==> src/rtl/assert_mon_pkg.sv <==
// Shared constants, the failure-record type and saturating arithmetic helpers
// for the assertion event monitor.
package assert_mon_pkg;

    localparam int DEF_N_CHK      = 4;
    localparam int DEF_CW         = 8;
    localparam int DEF_TW         = 16;
    localparam int DEF_FIFO_DEPTH = 8;
    localparam int DEF_IDXW       = (DEF_N_CHK > 1) ? $clog2(DEF_N_CHK) : 1;

    // Failure record for the default configuration; the top builds its own
    // record type from its actual parameters and hands it to the FIFO.
    typedef struct packed {
        logic [DEF_IDXW-1:0] idx;
        logic [DEF_TW-1:0]   tstamp;
    } fail_rec_t;

    // Add inc to val, clamping at the all-ones value of a width-bit counter.
    function automatic logic [31:0] sat_add(input logic [31:0] val,
                                            input logic [31:0] inc,
                                            input int unsigned width);
        logic [32:0] sum;
        logic [32:0] max_v;
        max_v = (33'd1 << width) - 33'd1;
        sum   = {1'b0, val} + {1'b0, inc};
        if (sum > max_v) begin
            return max_v[31:0];
        end
        return sum[31:0];
    endfunction

    // Increment by one with saturation.
    function automatic logic [31:0] sat_inc(input logic [31:0] val,
                                            input int unsigned width);
        return sat_add(val, 32'd1, width);
    endfunction

endpackage

==> src/rtl/assert_evt_fifo.sv <==
// First-word fall-through FIFO for failure records. A push into a full FIFO
// is still accepted when a pop happens in the same cycle.
module assert_evt_fifo
    import assert_mon_pkg::*;
#(
    parameter type rec_t      = fail_rec_t,
    parameter int  FIFO_DEPTH = DEF_FIFO_DEPTH
) (
    input  logic clk,
    input  logic rst,
    input  logic push_i,
    input  rec_t push_data_i,
    input  logic pop_i,
    output rec_t head_o,
    output logic full_o,
    output logic empty_o,
    output logic push_ok_o
);

    localparam int AW = $clog2(FIFO_DEPTH);
    localparam int OW = AW + 1;

    rec_t            mem_q [FIFO_DEPTH];
    logic [AW-1:0]   wr_ptr_q, wr_ptr_d;
    logic [AW-1:0]   rd_ptr_q, rd_ptr_d;
    logic [OW-1:0]   occ_q, occ_d;
    logic            do_push;
    logic            do_pop;

    assign full_o    = (occ_q == OW'(FIFO_DEPTH));
    assign empty_o   = (occ_q == '0);
    assign do_pop    = pop_i & ~empty_o;
    assign do_push   = push_i & (~full_o | do_pop);
    assign push_ok_o = do_push;

    // Empty FIFO presents an all-zero head so idle outputs read as zero.
    assign head_o = empty_o ? '0 : mem_q[rd_ptr_q];

    // Pointer and occupancy next-state; pointers wrap naturally (power-of-2 depth).
    always_comb begin
        wr_ptr_d = wr_ptr_q;
        rd_ptr_d = rd_ptr_q;
        occ_d    = occ_q;
        if (do_push) begin
            wr_ptr_d = wr_ptr_q + AW'(1);
        end
        if (do_pop) begin
            rd_ptr_d = rd_ptr_q + AW'(1);
        end
        if (do_push && !do_pop) begin
            occ_d = occ_q + OW'(1);
        end else if (!do_push && do_pop) begin
            occ_d = occ_q - OW'(1);
        end
    end

    // Pointer and occupancy registers.
    always_ff @(posedge clk) begin
        if (rst) begin
            wr_ptr_q <= '0;
            rd_ptr_q <= '0;
            occ_q    <= '0;
        end else begin
            wr_ptr_q <= wr_ptr_d;
            rd_ptr_q <= rd_ptr_d;
            occ_q    <= occ_d;
        end
    end

    // Record storage; contents need no reset since empty gates the head.
    always_ff @(posedge clk) begin
        if (do_push) begin
            mem_q[wr_ptr_q] <= push_data_i;
        end
    end

endmodule

==> src/rtl/assert_event_monitor.sv <==
// Collects pass/fail strobes from assertion checkers: saturating per-checker
// counters, a sticky fail flag, a drop counter and a timestamped FIFO of
// failure records for a downstream logger.
module assert_event_monitor
    import assert_mon_pkg::*;
#(
    parameter int N_CHK      = DEF_N_CHK,
    parameter int CW         = DEF_CW,
    parameter int TW         = DEF_TW,
    parameter int FIFO_DEPTH = DEF_FIFO_DEPTH,
    parameter int IDXW       = (N_CHK > 1) ? $clog2(N_CHK) : 1
) (
    input  logic             clk,
    input  logic             rst,
    input  logic             assert_on,
    input  logic [N_CHK-1:0] chk_mask,
    input  logic [N_CHK-1:0] chk_valid,
    input  logic [N_CHK-1:0] chk_pass,
    input  logic             clr_stats,
    input  logic [IDXW-1:0]  sel,
    output logic [CW-1:0]    pass_cnt_o,
    output logic [CW-1:0]    fail_cnt_o,
    output logic [CW-1:0]    drop_cnt,
    output logic             any_fail,
    output logic             evt_valid,
    input  logic             evt_ready,
    output logic [IDXW-1:0]  evt_idx,
    output logic [TW-1:0]    evt_time
);

    typedef struct packed {
        logic [IDXW-1:0] idx;
        logic [TW-1:0]   tstamp;
    } rec_t;

    logic [N_CHK-1:0] qual, qpass, qfail;
    logic [CW-1:0]    pass_cnt_q [N_CHK];
    logic [CW-1:0]    pass_cnt_d [N_CHK];
    logic [CW-1:0]    fail_cnt_q [N_CHK];
    logic [CW-1:0]    fail_cnt_d [N_CHK];
    logic [CW-1:0]    pass_rd_q, pass_rd_d;
    logic [CW-1:0]    fail_rd_q, fail_rd_d;
    logic [CW-1:0]    drop_q, drop_d;
    logic             any_fail_q, any_fail_d;
    logic [TW-1:0]    ts_q, ts_d;
    logic [IDXW-1:0]  cand_idx;
    logic             cand_valid;
    logic [4:0]       n_fail;
    logic [31:0]      drop_inc;
    logic             fifo_full, fifo_empty, push_ok, pop;
    rec_t             cand_rec, head_rec;

    // Qualification and per-checker counter next-state.
    for (genvar gi = 0; gi < N_CHK; gi++) begin : g_chk
        assign qual[gi]  = chk_valid[gi] & assert_on & ~chk_mask[gi];
        assign qpass[gi] = qual[gi] & chk_pass[gi];
        assign qfail[gi] = qual[gi] & ~chk_pass[gi];

        assign pass_cnt_d[gi] = clr_stats ? '0 :
                                qpass[gi] ? CW'(sat_inc(32'(pass_cnt_q[gi]), CW)) :
                                pass_cnt_q[gi];
        assign fail_cnt_d[gi] = clr_stats ? '0 :
                                qfail[gi] ? CW'(sat_inc(32'(fail_cnt_q[gi]), CW)) :
                                fail_cnt_q[gi];
    end

    // Pick the lowest-index fail as push candidate and count all fails.
    always_comb begin
        cand_idx   = '0;
        cand_valid = 1'b0;
        n_fail     = '0;
        for (int i = N_CHK - 1; i >= 0; i--) begin
            if (qfail[i]) begin
                cand_idx   = IDXW'(i);
                cand_valid = 1'b1;
            end
        end
        for (int i = 0; i < N_CHK; i++) begin
            n_fail = n_fail + 5'(qfail[i]);
        end
    end

    assign pop             = evt_valid & evt_ready;
    assign cand_rec.idx    = cand_idx;
    assign cand_rec.tstamp = ts_q;

    // Extra same-cycle fails plus a candidate the FIFO could not take are lost.
    assign drop_inc = 32'(n_fail) - 32'(cand_valid) + 32'(cand_valid & ~push_ok);

    // Statistics, sticky flag and timestamp next-state; clear beats new events.
    always_comb begin
        drop_d     = clr_stats ? '0 : CW'(sat_add(32'(drop_q), drop_inc, CW));
        any_fail_d = clr_stats ? 1'b0 : (any_fail_q | cand_valid);
        ts_d       = ts_q + TW'(1);
    end

    // Registered readout mux; out-of-range select reads zero.
    always_comb begin
        pass_rd_d = '0;
        fail_rd_d = '0;
        for (int i = 0; i < N_CHK; i++) begin
            if (sel == IDXW'(i)) begin
                pass_rd_d = pass_cnt_q[i];
                fail_rd_d = fail_cnt_q[i];
            end
        end
    end

    // All monitor state registers.
    always_ff @(posedge clk) begin
        if (rst) begin
            for (int i = 0; i < N_CHK; i++) begin
                pass_cnt_q[i] <= '0;
                fail_cnt_q[i] <= '0;
            end
            pass_rd_q  <= '0;
            fail_rd_q  <= '0;
            drop_q     <= '0;
            any_fail_q <= 1'b0;
            ts_q       <= '0;
        end else begin
            for (int i = 0; i < N_CHK; i++) begin
                pass_cnt_q[i] <= pass_cnt_d[i];
                fail_cnt_q[i] <= fail_cnt_d[i];
            end
            pass_rd_q  <= pass_rd_d;
            fail_rd_q  <= fail_rd_d;
            drop_q     <= drop_d;
            any_fail_q <= any_fail_d;
            ts_q       <= ts_d;
        end
    end

    assert_evt_fifo #(
        .rec_t      (rec_t),
        .FIFO_DEPTH (FIFO_DEPTH)
    ) u_fifo (
        .clk         (clk),
        .rst         (rst),
        .push_i      (cand_valid),
        .push_data_i (cand_rec),
        .pop_i       (pop),
        .head_o      (head_rec),
        .full_o      (fifo_full),
        .empty_o     (fifo_empty),
        .push_ok_o   (push_ok)
    );

    assign evt_valid  = ~fifo_empty;
    assign evt_idx    = head_rec.idx;
    assign evt_time   = head_rec.tstamp;
    assign pass_cnt_o = pass_rd_q;
    assign fail_cnt_o = fail_rd_q;
    assign drop_cnt   = drop_q;
    assign any_fail   = any_fail_q;

endmodule

==> config.mk <==
export PLATFORM = sky130hd
export DESIGN_NAME = assert_event_monitor
export DESIGN_NICKNAME = d
export VERILOG_FILES = /design/src/rtl/assert_mon_pkg.sv /design/src/rtl/assert_evt_fifo.sv /design/src/rtl/assert_event_monitor.sv
export SDC_FILE = /design/constraint.sdc
export NUM_CORES = 1
export LEC_CHECK = 0
export ABC_AREA = 1
export CORE_MARGIN = 2
export CORE_UTILIZATION = 60
export CTS_CLUSTER_SIZE = 16
export DETAILED_ROUTE_END_ITERATION = 8
export PLACE_DENSITY = 0.8
export SYNTH_ARGS = -nofsm -noshare
export SYNTH_HDL_FRONTEND = slang
export SYNTH_SLANG_ARGS = --single-unit
export TNS_END_PERCENT = 1
==> constraint.sdc <==
create_clock -name clk -period 7.65 [get_ports clk]
set_input_delay 1.53 -clock clk [delete_from_list [all_inputs] [get_ports clk]]
set_output_delay 1.53 -clock clk [all_outputs]
set_load 0.03 [all_outputs]
### After elaboration in Yosys (flattened, before gate mapping)

Memories as Yosys holds them, arrays and structs flattened. A register that Yosys moved wholly into a read port is not among the register bits.
Cells that the tools add are included.

* bitwise gates (word level): 41
* equality and inequality tests: 4
* reduce and logical (&&, ||, !) cells: 8
* add/subtract/negate cells: 19
* $lt $le $gt $ge: 9
* multiplexer cells: 77

Operators by type and width (count)
* $mux 8: 50
* $add 8x1->9 const B: 8
* $gt 9x8->1 const B: 8
* $add 8x32->33: 1
* $gt 33x8->1 const B: 1
* $add 32x32->32: 1
* $and 1x32->32: 1
* $not 1->32: 1
* $and 1x1->1: 19
* $mux 1: 18
* $mux 18: 1
* $add 16x1->16 const B: 1
* $not 1->1: 10
* $or 1x1->1: 10
* $mux 2: 4
* $mux 4: 2
* $add 3x1->3 const B: 2
* $mux 3: 2
* $sub 4x1->5: 1
* $add 3x1->4: 1
* $add 4x1->4 const B: 1
* $eq 2x2->1 const B: 2
* $eq 4x4->1 const B: 1
* $logic_not 4->1: 1
* other kinds (9): 11

* output and inout bits: 44
* register bits after elaboration: 51
* input bits: 19
* memory bits (writable): 208
* memories kept: 3

Memory list
* u_fifo.mem_q: words 8, bits a word 18, rd ports 1, clocked after Yosys merged registers in 1, write ports 1, line assert_evt_fifo.sv:23 `rec_t mem_q [FIFO_DEPTH];`
* fail_cnt_q: words 4, bits a word 8, rd ports 4, clocked after Yosys merged registers in 0, write ports 4, line assert_event_monitor.sv:39 `logic [CW-1:0] fail_cnt_q [N_CHK];`
* pass_cnt_q: words 4, bits a word 8, rd ports 4, clocked after Yosys merged registers in 0, write ports 4, line assert_event_monitor.sv:37 `logic [CW-1:0] pass_cnt_q [N_CHK];`

### Logic depth before layout (Yosys ltp)

* depth in word-level cells: 15
* gate-level depth with buffers: 30
* depth with buffers taken out: 30

### Cells and area by module

Synthesis repeated with hierarchy kept, for this count alone.

* cells, all modules: 1621
* area, all modules: 13541.7 um^2

Modules (own cells, without submodules)
* assert_evt_fifo: area an instance 6902.9 um^2, sequential area each 4584.4 um^2, cells an instance 688, times used 1
* assert_event_monitor: area an instance 6638.9 um^2, sequential area each 2102.0 um^2, cells an instance 933, times used 1

### Worst setup path after synthesis

Ideal clock, no wire load.

* kind: input port to flip-flop
* start point: in assert_on
* end point: reg drop_q[0] (netlist: drop_cnt[0])
* slack: 1686 ps
* stages: 29
* arrival: 5855 ps
* setup time: 109 ps
* path through: buf_4 -> nand3_1 -> nor2_1 -> clkbuf_1 -> inv_1 -> ha_1 -> fa_1 -> inv_1 -> ha_1 -> fa_1 -> inv_1 -> ha_1 -> inv_1 -> nand3_1 -> nand3b_1 -> ha_1 -> inv_2 -> ha_1 -> nand2_1 -> nor2_1 -> nand3_1 -> nand2_2 -> nand2_1 -> nand2_1 -> nand3_2 -> nor2_4 -> nand4_1 -> nand2_1 -> inv_1

* word-level cells in the longest chain between the ends: 15
* elaborated cells between the ends (all ways): 28
* classes of those cells: 6 x add/sub; 1 x order compare; 6 x mux; 15 x bitwise

Ends and longest elaborated chain
* start, declared: line assert_event_monitor.sv:15 `input logic assert_on,`
* branches (longest 10 deep; another with $sub 4x1->5)
* $add 32x32->32 *: line assert_event_monitor.sv:88 `assign drop_inc = 32'(n_fail) - 32'(cand_valid) + 32'(cand_valid & ~push_ok);`
* $add 8x32->33 *: line assert_mon_pkg.sv:25 `sum = {1'b0, val} + {1'b0, inc};`
* $gt 33x8->1: line assert_mon_pkg.sv:26 `if (sum > max_v) begin`
* $mux 1: line assert_mon_pkg.sv:26
* $mux 8 *: line assert_mon_pkg.sv:29 `return sum[31:0];`
* end signal, assigned: line assert_event_monitor.sv:128 `drop_q <= drop_d;`
* end, declared: line assert_event_monitor.sv:43 `logic [CW-1:0] drop_q, drop_d;`

Every way passes the cells marked *.
A chain may end at the register's enable or synchronous reset.

### Worst setup path after layout

* start point: in assert_on
* end point: reg drop_q[3] (netlist: drop_cnt[3])

Same word-level chain as after synthesis.

==> key figures <==
Timing
  • Final period utilization: 82.5%
  • Final Hold Fails: 0
  • # setup viols final: 0
  • Unrepaired setup endpoints after global routing: false
  • Clock Skew: 0.0121 ns
  • Fin. max-slew vios: 0
  • Setup TNS: 0 ns
  • Worst slew pin tran: 1.14 ns
  • Final Critical Period: 6.31 ns
  • Relative slew slack: 23.6%
  • Max Clk Rate: 158 MHz

Place
  • Post-DP Area: 13,300 µm²
  • GP Congestion: 0.883
  • HPWL Detailed: 16,900 µm
  • Port-buffer cells: 62

Finish
  • Fill count: 1,505
  • Area of the multi-input gates: 4810 µm²
  • Antenna Cells: 0
  • Area Overhead vs Synth: 14.3%
  • Final #Nets: 1,480
  • Register area: 6690 µm²
  • Fraction of layout cells with a size suffix above 1: 6.56%
  • Fin area: 14,200 µm²

Detailed routing
  • Iteration-0 DRC count of the detailed router: 729
  • Post-detailed-route count of antenna-violating nets: 0
  • DRT Wirelength: 27,000 µm
  • Drt first pass iters: 6
  • Via density: 5.67
  • Residual DRC: 0
  • Vias: 9,658
  • WL/cell: 15.8 µm

Floorplan
  • Die height: 148 µm
  • Initial core utilization: 61.3%
  • Total die area: 21,800 µm²
  • Total core area: 20,200 µm²
  • Die Wd: 148 µm
  • Num ports: 63
  • Std-Cell Rows: 52

Clocking
  • Setup Buffers After CTS: 0
  • Clock Sinks: 262
  • Post-CTS Hold Buffers: 0
  • # resized after CTS: 0
  • CTS tree: done
  • H-tree depth: 1
  • Longest Clk Path Bufs: 3
  • CTS Buf Count: 26
  • Clock latency on the worst-skew pair: 0.53 ns
  • Clock-pin slew on the worst setup and hold paths: 0.06 ns
  • Root Buffer: clkbuf_16

Worst setup path
  • Critical path launch point: assert_on
  • Setup CP Type: in2reg
  • Critical Path AT: 6.74 ns
  • Req. time, crit path: 8.07 ns
  • CP Max Fanout: 12
  • CP Launch Type: input pin
  • Worst r2r src: u_fifo.occ_q[0]$_SDFFE_PP0P_
  • CP peak stage delay: 0.62 ns
  • Worst Setup End Kind: flip-flop
  • Slowest CP cell: clkdlybuf4s50_1

Yosys
  • Register area share after synthesis: 53.9%
  • Mapped Cells: 1,358
  • Post-Syn Area: 12,400 µm²
  • Yosys Warn Count: 0
  • Mean Syn Cell Area: 9.13 µm²
  • Library cells used by synthesis: 42
  • Seq cells post-synth: 262
  • Syn nets: 1,424

GRT
  • First-pass GRT wire length: 44,600 µm
  • Gr ovfl total: 0
  • Initial antenna violation count: 0
  • Vias in the first global route: 9,127
  • Largest net degree at the start of global routing: 74
  • Total global-route track usage: 25.0%

Pwr
  • Pleak: 5.64 nW
  • Peak supply drop: 0.240 mV
  • Pwr per Cell Area: 273 nW/µm²

Job
  • Max cap viols: 0

Hold path
  • HP Start: u_fifo.rd_ptr_q[2]$_SDFFE_PP0P_
  • Worst Hold Class: reg2reg

Status
  • Status: complete, no violations
synthesized netlist by cell type (all sizes together):
master	n	area share, %
clkbuf	35	1.1
o31ai	2	0.12
ha	43	4.3
nand3b	7	0.42
nor3	17	0.81
nand3	45	2.1
xnor2	13	0.92
buf	14	0.65
a21oi	66	2.7
a221oi	9	0.64
nand2	158	5.0
o21ai	157	6.3
nand4	28	1.4
fa	4	0.65
edfxtp	144	35
o211ai	20	1.2
dfxtp	118	19
xor2	35	2.5
inv	183	5.5
clkinv	4	0.12
o2111ai	1	0.071
o221ai	10	0.71
o22ai	26	1.3
and2	1	0.051
nor4	1	0.051
nor2	193	6.3
or2	3	0.15
a31oi	19	0.96
nor3b	1	0.061
and3	1	0.051
critical path, delay by kind of cell:
| family | cells | cell delay, ns |
|---|---|---|
| adder cells (fa/ha/maj) | 7 | 2.22 |
| AND/OR/NAND/NOR | 16 | 1.83 |
| buffers and inverters | 7 | 1.14 |
placed cells by master, fill, tap and decap left out, types with 3 or more instances in the layout:
master,count
nor3_2,3
nand2_1,149
nand3_2,6
xnor2_1,13
nor2_1,182
xor2_1,35
o22ai_1,26
nand3b_1,7
buf_4,15
clkbuf_16,26
a21oi_1,66
nor2_4,4
nand2_2,9
inv_1,178
ha_1,43
clkbuf_1,4
o21ai_0,153
clkbuf_8,3
o21ai_1,4
fa_1,4
a31oi_1,19
o221ai_1,10
clkdlybuf4s50_1,62
inv_2,5
a221oi_1,9
dfxtp_1,117
nand4_1,28
nor2_2,6
clkinv_2,5
edfxtp_1,144
clkinv_1,5
nor3_1,14
nand3_1,39
bufinv_16,4
o211ai_1,20
final cells by class:
class                   instances  area share (%)
flip-flops and latches        262            47.2
repair buffers                 77            5.18
well taps                     270            2.39
clock buffers                  33            4.99
multi-input cells             860            33.9
inverters                     187            4.96
clock inverters                14            1.34
power by group:
group | internal [W] | switching [W] | total (W) | leakage [nW]
registers | 0.00152 | 0.0000279 | 0.00155 | 2.33
logic | 0.000349 | 0.000656 | 0.00100 | 2.87
clock network | 0.000791 | 0.000526 | 0.00132 | 0.440
metal layers:
metal  GRT usage (%)  up-vias  wire length [µm]
met5               0        -                 0
met4            7.84        0               759
met3            3.15       62              1780
met2            42.7      343             13100
met1            33.7     4532             11300
li1                -     4721                 -
registers in the layout (all words and copies together), names as in the netlist, named ones only:
name / flops
u_fifo.mem_q: 144
fail_cnt_q: 32
pass_cnt_q: 32
ts_q: 16
drop_cnt: 8
fail_cnt_o: 8
pass_cnt_o: 8
u_fifo.occ_q: 4
u_fifo.rd_ptr_q: 3
u_fifo.wr_ptr_q: 3
any_fail: 1
cell families (layout without fill, tap and decap cells):
group / count (synthesis) / count (layout) / synth area share [%]
buffers and inverters: 236 / 311 / 7.37
adders and majority gates: 47 / 47 / 4.99
AOI/OAI and AO/OA: 310 / 310 / 14.0
xor gates and xnor gates: 48 / 48 / 3.39
and+or+nand+nor: 455 / 455 / 16.3
DFF: 262 / 262 / 53.9
final timing paths:
kind / depth (start not counted) / slack (ns) / endpoint
worst min register to register: 2 / 0.46 / u_fifo.rd_ptr_q[2]$_SDFFE_PP0P_
worst max-delay path: 30 / 1.34 / drop_cnt[3]$_SDFF_PP0_
worst max register to register: 22 / 4.13 / drop_cnt[3]$_SDFF_PP0_
worst min-delay path: 2 / 0.46 / u_fifo.rd_ptr_q[2]$_SDFFE_PP0P_
stage by stage:
stage / hold slack [ns] / power [W] / cells / worst slack, ns / utilization (%)
final: 0.463 / 0.00387 / 1703 / 1.34 / 70.0
after global routing: 0.479 / 0.00405 / 1703 / 0.827 / 70.0
after CTS: 0.465 / 0.00389 / 1703 / 1.34 / 70.0
after detailed placement: 0.455 / 0.00258 / 1656 / 0.787 / 65.6
after global placement: 0.447 / 0.00256 / 1656 / 0.971 / 65.6
after floorplan: 0.433 / 0.00225 / 1358 / 1.69 / -
No activity file was read; power rests on OpenSTA's default activity.
==> patch: new RTL, same flow settings <==
`DEF_FIFO_DEPTH`: 8 -> 16.
--- a/src/rtl/assert_mon_pkg.sv
+++ b/src/rtl/assert_mon_pkg.sv
@@ -5,7 +5,7 @@
     localparam int DEF_N_CHK      = 4;
     localparam int DEF_CW         = 8;
     localparam int DEF_TW         = 16;
-    localparam int DEF_FIFO_DEPTH = 8;
+    localparam int DEF_FIFO_DEPTH = 16;
     localparam int DEF_IDXW       = (DEF_N_CHK > 1) ? $clog2(DEF_N_CHK) : 1;
 
     // Failure record for the default configuration; the top builds its own
Behaviour: same outputs for any inputs over 4 cycles, from zero or initial values and one cycle with rst high; that may be too few to reach the edited logic, so the function may still have changed.
==> patch against the unedited design <==
  * Clock skew about the same
  * Core utilization decreased by 1.2 points
  * Hold slack improved by 34 ps
  * Critical path type unchanged
  * Highest routed layer unchanged
  * Sequential power increased by 60%
  * Synthesized cell count increased by 34%
  * Worst setup slack got worse by 240 ps
  * Power increased by 49%
  * Final area increased by 49%
  * Area after synthesis increased by 50%
  * Sequential cell count increased by 148
  * Wire length increased by 67%
==> patch: results (changes against the unedited design) <==
hold depth=1 (-1); Hold Slack=497 ps (+33.9 ps); syn nets=1895 (+33%); Num CTS Buffers=42 (+62%); pre-CTS WS=581 ps (-207 ps); HPWL Detailed=26700 um (+57%); met1 GRT Util=35.5% (+1.8 points); reg-to-reg setup timing slack=3850 ps (-280 ps); drt wl/cell=19.5 um (+23%); first-pass GRT wire length=70700 um (+58%); sequential share of the synthesized area=59.6% (+5.7 points); Net Sw Power=1.80 mW (+49%); Total GRT Usage=27.2% (+2.1 points); Synth Area in XOR/XNOR=2.68% (-0.71 points); sequential share of power=43.1% (+3.1 points); Avg Cell Area, Syn=10.2 um2 (+12%); dpl cell area=19700 um2 (+48%); mux contribution to synthesized area=0% (unchanged); most instantiated cells after synthesis=288 x edfxtp_1, 238 x nor2_1, 210 x inv_1; WP data arrival=6970 ps (+230 ps); Combinational Power=1.25 mW (+25%); metal2 WL=22300 um (+70%); number of global-route vias before repair=13621 (+49%); leakage power=7.77 nW (+38%); total routed wirelength=45000 um (+67%); post-synth cell types=50 (+19%); Synth area leaders=edfxtp_1 46%, dfxtp_1 13%, o21ai_0 5.3%, nor2_1 4.8%, inv_1 4.2%; largest net degree at the start of global routing=79 (+6.8%); Worst R2R Start=u_fifo.occ_q[0]$_SDFFE_PP0P_; hold endpoint=fail_cnt_q[1][0]$_SDFFE_PP0P_; worst min path class=flop to flop; largest registers=u_fifo.mem_q: 288 flops, fail_cnt_q: 32 flops, pass_cnt_q: 32 flops; max_slew headroom=24.5% (+0.98 points); Critical Path Fanout Max=10 (-2); DR iter-0 viols=1534 (+110%); Final GP Congestion=0.903 (+2.3%); Via density=6.08 (+7.3%); highest routed layer=met4; min-delay src=fail_cnt_q[1][0]$_SDFFE_PP0P_; first-pass iteration count of the detailed router=6 (unchanged); status=finished clean; power in sequential cells=2.48 mW (+60%); H-tree Lvls=2 (+1); Synth Area in Compound Gates=13.6% (-0.45 points); share of cells above drive strength 1=8.14% (+1.6 points); Max rail drop VDD=0.000187 V (-22%); dpl cells=2235 (+35%); wire length on met1=17500 um (+55%); Slowest cell on crit path=clkdlybuf4s50_1; antenna violations before repair=0 (unchanged); met3 GRT Util=3.76% (+0.61 points); NumNets Final=1953 (+32%); GR Util met2=47.1% (+4.4 points); Clock Latency Late Sink=550 ps (+20 ps); Layout Skew=11.9 ps (-0.204 ps); met3 wire len=4040 um (+130%); Reg2Reg Capture Point=drop_cnt[5]$_SDFF_PP0_; CP max stage delay=670 ps (+50 ps); Post-synth EDFFs=288 (+100%); Adder-Cell Fraction of Synth Area=3.59% (-1.4 points)
==> patch: changes by cell type after synthesis, moves of 28 or more <==
cell / change
inv_1: +32
o21ai_0: +44
o221ai_1: +52
nand3_1: +39
edfxtp_1: +144
a21oi_1: +28
nor2_1: +54
==> patch: worst max path at each step <==
stage	start	to	slack, ps	cells after the start
4_1_cts	assert_on	drop_cnt[2]$_SDFF_PP0_	1150	29
2_1_floorplan	assert_on	drop_cnt[0]$_SDFF_PP0_	1710	31
6_report	assert_on	drop_cnt[5]$_SDFF_PP0_	1100	29
3_3_place_gp	assert_on	drop_cnt[0]$_SDFF_PP0_	740	29
5_1_grt	assert_on	drop_cnt[2]$_SDFF_PP0_	700	29
3_5_place_dp	assert_on	drop_cnt[2]$_SDFF_PP0_	580	29
==> patch: layout make-up <==
type / instances / area [um2]
multi-input cells: 1119 / 6400
flip-flops and latches: 410 / 11100
repair buffers: 90 / 831
inverters: 220 / 835
fillers: 2192 / 9550
clock inverters: 26 / 267
well taps: 396 / 495
clock buffers: 52 / 1120
